<file path="src/rtl/timestamp_pkg.sv">
// -----------------------------------------------------------------------------
// timestamp_pkg
// Shared constants and helpers for the clk_osc_bufg timestamp block.
//   LONG_REG_WD_DEFAULT     : default counter / snapshot width
//   CLK_PERIOD_NS_DEFAULT   : default counter increment per clock (ns)
//   OSC_40MHZ_PERIOD_NS     : nominal period of the 40 MHz oscillator clock
//   TRIG_FIFO_DEPTH_DEFAULT : default trigger timestamp FIFO depth
//   log2_ceil()             : pointer width for the trigger FIFO
// No ports (package only).
// -----------------------------------------------------------------------------
package timestamp_pkg;

    localparam int LONG_REG_WD_DEFAULT     = 64;
    localparam int CLK_PERIOD_NS_DEFAULT   = 25;
    localparam int OSC_40MHZ_PERIOD_NS     = 25;
    localparam int TRIG_FIFO_DEPTH_DEFAULT = 4;

    // Smallest r such that 2**r >= value; used to size FIFO pointers.
    function automatic int log2_ceil(input int value);
        int result;
        result = 0;
        for (int i = 0; i < 31; i++) begin
            if ((1 << i) < value) begin
                result = i + 1;
            end
        end
        return result;
    endfunction

endpackage

</file>
<file path="src/rtl/timestamp_trig_fifo.sv">
// -----------------------------------------------------------------------------
// timestamp_trig_fifo
// Show-ahead synchronous FIFO holding captured trigger timestamps.
// Full/empty come from a read/write pointer pair carrying one extra wrap bit.
// Ports:
//   clk          in   clock
//   rst_n        in   synchronous active-low reset (discards contents)
//   push         in   write push_data this cycle
//   push_data    in   WIDTH  value to store
//   pop          in   remove the head this cycle (ignored while empty)
//   overflow_clr in   clear the sticky overflow flag
//   head         out  WIDTH  registered head of FIFO, 0 when empty
//   empty        out  registered empty flag
//   overflow     out  sticky flag, set when a push was dropped
// -----------------------------------------------------------------------------
module timestamp_trig_fifo
    import timestamp_pkg::*;
#(
    parameter int WIDTH = 64,
    parameter int DEPTH = 4
) (
    input  logic             clk,
    input  logic             rst_n,
    input  logic             push,
    input  logic [WIDTH-1:0] push_data,
    input  logic             pop,
    input  logic             overflow_clr,
    output logic [WIDTH-1:0] head,
    output logic             empty,
    output logic             overflow
);

    localparam int AW = log2_ceil(DEPTH);

    logic [AW:0]      rd_ptr;
    logic [AW:0]      wr_ptr;
    logic [AW:0]      rd_ptr_next;
    logic [AW:0]      wr_ptr_next;
    logic [WIDTH-1:0] mem [DEPTH];
    logic [WIDTH-1:0] head_next;
    logic             is_empty;
    logic             is_full;
    logic             do_pop;
    logic             do_push;
    logic             drop;

    // Decide what actually happens this cycle. A pop frees a slot, so a push
    // into a full FIFO is still accepted when paired with a pop; a pop on an
    // empty FIFO is ignored even if a push arrives alongside it. The head
    // register is preloaded with whatever entry will be at the front next
    // cycle, which is the incoming data when it lands in the slot the read
    // pointer is about to point at.
    always_comb begin
        is_empty    = (rd_ptr == wr_ptr);
        is_full     = (rd_ptr[AW] != wr_ptr[AW]) &&
                      (rd_ptr[AW-1:0] == wr_ptr[AW-1:0]);
        do_pop      = pop && !is_empty;
        do_push     = push && (!is_full || do_pop);
        drop        = push && !do_push;
        rd_ptr_next = rd_ptr + (AW+1)'(do_pop);
        wr_ptr_next = wr_ptr + (AW+1)'(do_push);
        head_next   = '0;
        if (rd_ptr_next != wr_ptr_next) begin
            if (do_push && (rd_ptr_next == wr_ptr)) begin
                head_next = push_data;
            end else begin
                head_next = mem[rd_ptr_next[AW-1:0]];
            end
        end
    end

    // Pointer, head, empty and overflow registers. When a drop and a clear
    // coincide the drop wins so firmware never loses the evidence.
    always_ff @(posedge clk) begin
        if (!rst_n) begin
            rd_ptr   <= '0;
            wr_ptr   <= '0;
            head     <= '0;
            empty    <= 1'b1;
            overflow <= 1'b0;
        end else begin
            rd_ptr <= rd_ptr_next;
            wr_ptr <= wr_ptr_next;
            head   <= head_next;
            empty  <= (rd_ptr_next == wr_ptr_next);
            if (drop) begin
                overflow <= 1'b1;
            end else if (overflow_clr) begin
                overflow <= 1'b0;
            end
        end
    end

    // Storage needs no reset; the pointers alone define which entries are live.
    always_ff @(posedge clk) begin
        if (do_push) begin
            mem[wr_ptr[AW-1:0]] <= push_data;
        end
    end

endmodule

</file>
<file path="src/rtl/timestamp_osc_bufg.sv">
// -----------------------------------------------------------------------------
// timestamp_osc_bufg
// Free-running nanosecond timestamp counter in the clk_osc_bufg domain with a
// load-on-request snapshot for the register list and optional capture of
// external trigger rising edges into a small FIFO.
// Build option: TIMESTAMP_TRIG_CAPTURE_EN compiles in the trigger synchronizer,
// edge detector, FIFO and overflow flag; without it the trigger outputs are
// tied to their idle values (head 0, empty 1, overflow 0).
// Ports:
//   clk_osc_bufg        in   40 MHz clock
//   reset_osc_bufg_n    in   synchronous active-low reset
//   i_timestamp_load    in   latch the counter into ov_timestamp
//   ov_timestamp        out  LONG_REG_WD  counter value at last load
//   i_trigger           in   asynchronous external trigger level
//   i_trig_rd           in   pop the trigger FIFO head
//   ov_trig_timestamp   out  LONG_REG_WD  FIFO head, 0 when empty
//   o_trig_empty        out  FIFO empty
//   o_trig_overflow     out  sticky dropped-trigger flag
//   i_trig_overflow_clr in   clear o_trig_overflow
// -----------------------------------------------------------------------------
module timestamp_osc_bufg
    import timestamp_pkg::*;
#(
    parameter int LONG_REG_WD     = LONG_REG_WD_DEFAULT,
    parameter int CLK_PERIOD_NS   = CLK_PERIOD_NS_DEFAULT,
    parameter int TRIG_FIFO_DEPTH = TRIG_FIFO_DEPTH_DEFAULT
) (
    input  logic                   clk_osc_bufg,
    input  logic                   reset_osc_bufg_n,
    input  logic                   i_timestamp_load,
    output logic [LONG_REG_WD-1:0] ov_timestamp,
    input  logic                   i_trigger,
    input  logic                   i_trig_rd,
    output logic [LONG_REG_WD-1:0] ov_trig_timestamp,
    output logic                   o_trig_empty,
    output logic                   o_trig_overflow,
    input  logic                   i_trig_overflow_clr
);

    localparam logic [LONG_REG_WD-1:0] INCREMENT =
        LONG_REG_WD'(unsigned'(CLK_PERIOD_NS));

    logic [LONG_REG_WD-1:0] counter;

    // The counter simply wraps on overflow. The snapshot follows the counter
    // on every cycle the load request is high, so a held request keeps
    // refreshing it; otherwise firmware sees a stable value.
    always_ff @(posedge clk_osc_bufg) begin
        if (!reset_osc_bufg_n) begin
            counter      <= '0;
            ov_timestamp <= '0;
        end else begin
            counter <= counter + INCREMENT;
            if (i_timestamp_load) begin
                ov_timestamp <= counter;
            end
        end
    end

`ifdef TIMESTAMP_TRIG_CAPTURE_EN

    logic [1:0] trig_sync;
    logic       trig_prev;
    logic       trig_edge;

    // Two flops tame the asynchronous trigger; a third remembers the previous
    // synchronized level so only low-to-high transitions are captured. Reset
    // clears all three, so a trigger already high at reset release is not
    // mistaken for an edge on the first cycle.
    always_ff @(posedge clk_osc_bufg) begin
        if (!reset_osc_bufg_n) begin
            trig_sync <= '0;
            trig_prev <= 1'b0;
        end else begin
            trig_sync <= {trig_sync[0], i_trigger};
            trig_prev <= trig_sync[1];
        end
    end

    assign trig_edge = trig_sync[1] && !trig_prev;

    timestamp_trig_fifo #(
        .WIDTH (LONG_REG_WD),
        .DEPTH (TRIG_FIFO_DEPTH)
    ) u_trig_fifo (
        .clk          (clk_osc_bufg),
        .rst_n        (reset_osc_bufg_n),
        .push         (trig_edge),
        .push_data    (counter),
        .pop          (i_trig_rd),
        .overflow_clr (i_trig_overflow_clr),
        .head         (ov_trig_timestamp),
        .empty        (o_trig_empty),
        .overflow     (o_trig_overflow)
    );

`else

    logic unused_trig_inputs;

    assign unused_trig_inputs = ^{i_trigger, i_trig_rd, i_trig_overflow_clr};
    assign ov_trig_timestamp  = '0;
    assign o_trig_empty       = 1'b1;
    assign o_trig_overflow    = 1'b0;

`endif

endmodule

</file>
<file path="config.mk">
export PLATFORM = sky130hd
export DESIGN_NAME = timestamp_osc_bufg
export DESIGN_NICKNAME = d
export VERILOG_FILES = /design/src/rtl/timestamp_pkg.sv /design/src/rtl/timestamp_trig_fifo.sv /design/src/rtl/timestamp_osc_bufg.sv
export SDC_FILE = /design/constraint.sdc
export NUM_CORES = 1
export LEC_CHECK = 0
export BUFFER_PORTS_ARGS = -buffer_cell sky130_fd_sc_hd__buf_2
export CAP_MARGIN = 25
export CORE_UTILIZATION = 54
export CTS_BUF_LIST = sky130_fd_sc_hd__clkbuf_16
export CTS_CLUSTER_SIZE = 28
export DETAILED_ROUTE_END_ITERATION = 8
export HOLD_SLACK_MARGIN = 0.12
export PLACE_DENSITY = 0.8
export REMOVE_ABC_BUFFERS = 1
export SYNTH_ARGS = -nofsm -noshare
export SYNTH_HDL_FRONTEND = slang
export SYNTH_SLANG_ARGS = --single-unit
</file>
<file path="constraint.sdc">
create_clock -name clk_osc_bufg -period 2.84 [get_ports clk_osc_bufg]
set_input_delay 0.284 -clock clk_osc_bufg [delete_from_list [all_inputs] [get_ports clk_osc_bufg]]
set_output_delay 0.284 -clock clk_osc_bufg [all_outputs]
set_load 0.01 [all_outputs]
</file>
; ---- After elaboration in Yosys (flattened, before gate mapping)
; Cells that the tools add are included.
[word_totals]
elab_cells = 3
romBits = 0
out_inout_bits = 130
latch_bits = 0
ramBits = 0
n_memories = 0
regBits = 128
[op_classes]
muxes = 0
n_mul = 0
shift = 0
div = 0
n_bitwise = 0
add_sub_neg = 1
reduce_logical = 0
magnitude_cmp = 0
eq_ne = 0
[ops]
columns = op, n
row1 = "64-bit by 5-bit adder with 64-bit output, second input constant", 1

; ---- Depth between registers and ports, before layout
; Gate-level depths: netlist of run 1.
[depth]
depth_word = 1
ltp_mapped = 7
ltp_nobuf = 6

; ---- Worst setup path before layout of run 1
; No wires, ideal clock.
[synth_timing]
kind = flip-flop to flip-flop
start = register counter[0]
end = register counter[54]
arrival_ps = 2061
required_ps = 2770
path_buffers = 0
path_stages_with_launch = 7
synth_period_minus_slack_ps = 2132
setup_time_ps = 70
setup_slack_ps = 708
cell_sequence = dfxtp_1 -> ha_1 -> a211o_1 -> nand3_2 -> or4_4 -> or4_1 -> a21oi_1
[synth_between]
elab_chain_len = 1
[synth_lines]
columns = item, line
row1 = "start, declared", timestamp_osc_bufg.sv:43  ; logic [LONG_REG_WD-1:0] counter;
row2 = "start signal, assigned", timestamp_osc_bufg.sv:53  ; counter <= counter + INCREMENT;
row3 = 64-bit by 5-bit adder with 64-bit output, timestamp_osc_bufg.sv:53
; No other way between the ends.
; A chain may end at the register's enable or synchronous reset.

; ---- Worst setup path in the final report of run 1
[layout_timing]
start = register counter[18]
end = register counter[57]
; The elaborated chain is that of the path after synthesis.

==> impl_metrics.py, run 1 <==
metrics = {
    "clock_tree": {
        "clk_latency_ns": 0.41,
        "holdBufCountCts": 0,
        "cts_max_level": 4,
        "cts_resized": 0,
        "cts_setup_buffers": 0,
        "path_clk_slew_ns": 0.06,
        "cts_tree": "yes",
        "numCtsBuffers": 17,
        "cts_sinks": 128,
        "clockBufferDepth": 2,
        "root_buffer": "clkbuf_16",
    },
    "global_routing": {
        "grt_max_degree": 78,
        "grt_usage_pct": 21.7,
        "antenna_found_initial": 0,
        "gr-total-overflow": 0,
        "grt_pass1_vias": 4012,
        "grt_pass1_wl_mm": 19.0,
    },
    "place": {
        "dp_hpwl_mm": 7.51,
        "port_buffers": 66,
        "routabilityCongestion": 0.793,
        "placed_cells": 802,
        "placed_cell_area_um2": 5860,
    },
    "final_layout": {
        "drive_above_1_share_pct": 15.3,
        "nFillCells": 807,
        "synthToLayoutAreaGrowth_pct": 14.0,
        "regArea_um2": 2560,
        "fin_cells": 834,
        "multi_input_area_um2": 2720,
        "fin_area_um2": 6460,
        "n_antenna_cell": 0,
        "fin_util_pct": 63.1,
        "nets": 692,
    },
    "critical_path": {
        "max_stage_delay_ns": 0.48,
        "worst-path-buf-inv": 1,
        "cp_max_fo": 13,
        "crit_start": "counter[18]",
        "worstPathArrival_ns": 2.75,
        "worstRegToRegCells": 6,
        "startpoint_type": "flip-flop",
        "critical_path.cell_chain": "and4_1 -> nand4_4 -> buf_4 -> or3_4 -> or4_1 -> a21oi_1",
        "path_class": "reg2reg",
        "crit_required_ns": 3.17,
        "reg2reg_slack_ns": 0.42,
        "cpLargestDelayFamily": "simple AND/OR/NAND/NOR gates",
        "worst_path_max_delay_cell": "or4_1",
        "r2r_start": "counter[18]",
        "r2r-end": "counter[57]",
        "crit_path_end_kind": "flip-flop",
    },
    "sta": {
        "hold_violations": 0,
        "finalCritPeriodShare_pct": 85.3,
        "skew_ns": 0.00854,
        "rsz0062_at_grt": "no",
        "fmax_mhz": 413,
        "setup_viol": 0,
        "fin_tns_setup_ns": 0,
        "tightest_slew_ns": 0.858,
        "fin_crit_ns": 2.42,
        "slew_headroom_pct": 42.4,
        "drv_slew": 0,
    },
    "min_path": {
        "hold_path_depth": 3,
        "worst_hold_path.endpoint": "counter[55]",
        "hold_class": "in2reg",
        "min_from": "reset_osc_bufg_n",
    },
    "yosys": {
        "synth_edf_count": 0,
        "postSynthRegisterBits": 128,
        "synthCells": 624,
        "yosys.area.top_type": "dfxtp_1",
        "ys.flop_type": "dfxtp_1",
        "synth.distinct_cells": 38,
        "synth_area_per_cell_um2": 9.08,
        "synth-warning-count": 0,
        "synth_commonest_cells": "128 x dfxtp_1, 104 x nor2_1, 67 x buf_4, 67 x mux2i_1, 33 x nand2_1",
        "yosysSeqAreaShare_pct": 45.2,
        "yosysTopAreaCellShare_pct": 45.2,
        "async_flop_share_pct": 0,
        "syn_area_um2": 5670,
        "synth.most_common_cell": "dfxtp_1",
        "synthTopCellsByArea": "dfxtp_1 45%, mux2i_1 12%, buf_4 8.9%",
    },
    "floorplanning": {
        "rows": 37,
        "coreArea_um2": 10200,
        "die_height_um": 104,
        "ioPinCount": 136,
        "dieArea_um2": 10900,
        "initial_core_util_pct": 55.4,
        "die_w_um": 104,
    },
    "routing": {
        "ant_nets": 0,
        "finalWirelength_mm": 11.3,
        "vias": 4313,
        "via_per_inst": 5.17,
        "drc": 0,
        "drt_iter0_markers": 237,
        "dr.pass1.iters": 5,
        "wire_per_inst_um": 13.5,
    },
    "pwr": {
        "power_density_nw_per_um2": 645,
        "ir_drop_uv": 532,
        "leakage_nw": 2.79,
    },
    "job": {
        "drv_cap": 0,
    },
    "run_status": {
        "status": "complete, no violations",
    },
}
final cells by class:
cell class / count / share of cell area [%]
well taps: 136 / 2.64
repair buffers: 72 / 6.05
clock buffers: 17 / 6.59
clock inverters: 15 / 2.64
flip-flops and latches: 128 / 39.7
inverters: 6 / 0.368
multi-input cells: 460 / 42.0
registers in the layout, summed over array words and instances (netlist names):
name and count:
counter 64, ov_timestamp 64
how the worst max path moves through the flow:
stage,to,cells after the start
after floorplan,counter[10],2
after global placement,counter[43],6
after detailed placement,counter[43],6
after CTS,counter[57],6
after global routing,counter[59],6
final,counter[57],6
layer usage:
layer  vias to the layer above  routed length (um)  GRT usage (%)
met5                         -                   0              0
met2                       137                5690           36.2
met4                         0                 130           7.76
met3                        18                 615           5.58
li1                       2125                   -              -
met1                      2033                4850           26.8
through the flow:
step	hold WS [ns]	worst slack (ns)	total power [mW]
after floorplan	0.406	0.558	1.97
final	0.258	0.418	4.16
after detailed placement	0.477	0.451	2.03
after CTS	0.240	0.424	4.18
after global placement	0.458	0.524	2.02
after global routing	0.262	0.296	4.29
logic make-up (layout without fill, tap and decap cells):
kind of cell | count (synthesis) | in the layout | share of synthesized area, %
AOI/OAI and AO/OA | 46 | 46 | 4.50
xor gates and xnor gates | 37 | 37 | 5.72
adders and majority gates | 1 | 1 | 0.221
buffers and inverters | 100 | 110 | 11.1
DFF | 128 | 128 | 45.2
muxes | 67 | 67 | 11.8
other | 2 | 66 | 0.133
and+or+nand+nor | 243 | 243 | 21.3
cell usage in the layout, fill, tap and decap left out, types with 9 or more instances in the layout:
| cell | instances |
|---|---|
| o21ai_0 | 15 |
| xnor2_1 | 23 |
| nand2_1 | 33 |
| a21oi_1 | 22 |
| nor2_1 | 104 |
| dfxtp_1 | 128 |
| nand4_1 | 12 |
| clkbuf_16 | 17 |
| nand3_1 | 18 |
| buf_2 | 65 |
| or3_1 | 15 |
| nor4_1 | 9 |
| nor3_1 | 12 |
| mux2i_1 | 67 |
| conb_1 | 66 |
| xor2_1 | 14 |
where the power goes:
group / total, mW / switching, mW / internal, mW
combinational: 0.160 / 0.115 / 0.0446
clock: 2.17 / 0.798 / 1.37
sequential: 1.83 / 0.0196 / 1.81
worst reg2reg max path: stages, from the launching register on:
cell and delay, ns:
dfxtp_1 0.43, and4_1 0.37, nand4_4 0.21, buf_4 0.22, or3_4 0.46, or4_1 0.49
a21oi_1 0.16
No activity file was read; power rests on OpenSTA's default activity.
==> run 2, diff against run 1 <==
--- a/config.mk
+++ b/config.mk
@@ -12,7 +12,8 @@
 export CTS_CLUSTER_SIZE = 28
 export DETAILED_ROUTE_END_ITERATION = 8
 export HOLD_SLACK_MARGIN = 0.12
-export PLACE_DENSITY = 0.8
+export MAX_ROUTING_LAYER = met4
+export PLACE_DENSITY = 0.92
 export REMOVE_ABC_BUFFERS = 1
 export SYNTH_ARGS = -nofsm -noshare
 export SYNTH_HDL_FRONTEND = slang
==> run 2 against run 1 <==
  * Hold slack better by 0.0028 ns
  * First-iteration DRC count is 17% higher
  * Die area stayed put
  * Clock skew hardly changed
  * Final cell count stayed put
  * Setup slack worse by 0.018 ns
  * Sequential power hardly changed
  * Global-route usage is 1.2 points higher
  * Non-clock buffer count is 1 higher
  * Combinational power hardly changed
  * Highest routed layer unchanged
==> impl_metrics.py, run 2 (synthesis gave the netlist of run 1 again) <==
metrics = {
    "clock_tree": {
        "clk_latency_ns": 0.40,
        "holdBufCountCts": 0,
        "cts_setup_buffers": 0,
        "clockBufferDepth": 2,
        "path_clk_slew_ns": 0.06,
        "root_buffer": "clkbuf_16",
        "numCtsBuffers": 17,
        "cts_resized": 0,
        "cts_sinks": 128,
        "cts_max_level": 4,
        "cts_tree": "yes",
    },
    "routing": {
        "drc": 0,
        "vias": 4393,
        "drt_iter0_markers": 278,
        "wire_per_inst_um": 14.1,
        "dr.pass1.iters": 4,
        "via_per_inst": 5.27,
        "finalWirelength_mm": 11.8,
        "ant_nets": 0,
    },
    "pwr": {
        "p_int_mw": 3.21,
        "power_density_nw_per_um2": 638,
        "switching_share_pct": 21.7,
        "ir_drop_uv": 409,
        "seq_power_share_pct": 44.6,
        "leakage_nw": 2.80,
        "combPwrFrac_pct": 3.9,
        "p_sw_mw": 0.891,
        "p_clk_share_pct": 51.5,
    },
    "critical_path": {
        "max_stage_delay_ns": 0.64,
        "worstPathArrival_ns": 2.76,
        "reg2reg_slack_ns": 0.40,
        "cp_max_fo": 15,
        "path_class": "reg2reg",
        "crit_path_end_kind": "flip-flop",
        "crit_required_ns": 3.16,
        "startpoint_type": "flip-flop",
        "critical_path.cell_chain": "ha_1 -> a211o_1 -> nand3_2 -> or4_4 -> or4_1 -> a21oi_1",
        "worst_path_max_delay_cell": "or4_4",
    },
    "global_routing": {
        "grt_max_degree": 81,
        "grt_pass1_vias": 4131,
        "grt_usage_pct": 22.8,
        "antenna_found_initial": 0,
        "grt_pass1_wl_mm": 19.6,
        "gr-total-overflow": 0,
    },
    "job": {
        "drv_cap": 0,
    },
    "floorplanning": {
        "die_height_um": 104,
        "ioPinCount": 136,
        "die_w_um": 104,
        "initial_core_util_pct": 55.4,
        "rows": 37,
        "dieArea_um2": 10900,
        "coreArea_um2": 10200,
    },
    "sta": {
        "hold_violations": 0,
        "slew_headroom_pct": 46.8,
        "finalCritPeriodShare_pct": 85.9,
        "fin_crit_ns": 2.44,
        "fin_tns_setup_ns": 0,
        "skew_ns": 0.00857,
        "setup_viol": 0,
        "rsz0062_at_grt": "no",
        "tightest_slew_ns": 0.798,
        "drv_slew": 0,
        "fmax_mhz": 410,
    },
    "final_layout": {
        "regArea_um2": 2560,
        "reg_top3": "counter: 64 flops, ov_timestamp: 64 flops",
        "synthToLayoutAreaGrowth_pct": 13.5,
        "final_common_cell": "dfxtp_1",
        "fin_area_um2": 6430,
        "nFillCells": 854,
        "n_antenna_cell": 0,
        "nets": 693,
        "drive_above_1_share_pct": 15.2,
        "final_cell_mix": "128 x dfxtp_1, 104 x nor2_1, 67 x mux2i_1, 66 x conb_1, 65 x buf_2",
        "multi_input_area_um2": 2720,
    },
    "place": {
        "port_buffers": 66,
        "dp_hpwl_mm": 7.46,
        "routabilityCongestion": 0.811,
        "placed_cell_area_um2": 5860,
    },
    "run_status": {
        "status": "complete, no violations",
    },
    "min_path": {
        "hold_class": "in2reg",
    },
}
## run 2: cell count changes in the layout (fill, tap and decap cells not counted), sizes merged
| cell | change |
|---|---|
| clkinv | +2 |
| buf | +1 |
| inv | +1 |
| clkinvlp | -4 |
## run 2: layout make-up
class / count / share of cell area [%]
clock buffer: 17 / 6.61
clock inverter: 14 / 2.33
inverter: 6 / 0.370
multi-input combinational: 460 / 42.2
sequential: 128 / 39.8
tap: 136 / 2.65
timing repair buffer: 73 / 5.99
## run 2: power groups by stage
stage	Clock (mW)	Combinational [mW]	Sequential, mW
finish	2.12	0.159	1.83
global route	2.22	0.174	1.83
CTS	2.13	0.159	1.83
detailed placement	0	0.156	1.87
global placement	0	0.154	1.87
floorplan	0	0.102	1.87
## run 2: critical path: cells and delay by family, from the launching register on
| kind | cells | cell delay (ns) |
|---|---|---|
| simple gates | 3 | 1.26 |
| fa+ha+maj | 1 | 0.24 |
| compound gates | 2 | 0.45 |
| flops | 1 | 0.41 |
## run 2: metrics by stage
stage / worst slack, ns / power (mW) / util (%) / hold WS, ns / instances
floorplan: 0.558 / 1.97 / - / 0.406 / 594
detailed placement: 0.465 / 2.03 / 57.2 / 0.467 / 803
CTS: 0.388 / 4.12 / 62.9 / 0.241 / 834
global placement: 0.541 / 2.02 / 57.2 / 0.456 / 803
finish: 0.400 / 4.11 / 62.9 / 0.260 / 834
global route: 0.263 / 4.23 / 62.9 / 0.256 / 834
## run 2: final timing paths
kind                                        from         endpoint  cells after the start
worst max-delay path                  counter[0]      counter[54]                      6
worst min register to register   ov_timestamp[2]  ov_timestamp[2]                      2
worst min-delay path            reset_osc_bufg_n      counter[55]                      3
worst max register to register        counter[0]      counter[54]                      6
## run 2: per-layer routing
| layer | up-vias | global-route usage [%] | part of all wire [%] |
|---|---|---|---|
| li1 | 2120 | - | - |
| met1 | 2102 | 26.4 | 42 |
| met2 | 156 | 38.7 | 51 |
| met3 | 15 | 5.76 | 5.9 |
| met4 | 0 | 7.35 | 0.89 |
| met5 | - | - | 0 |
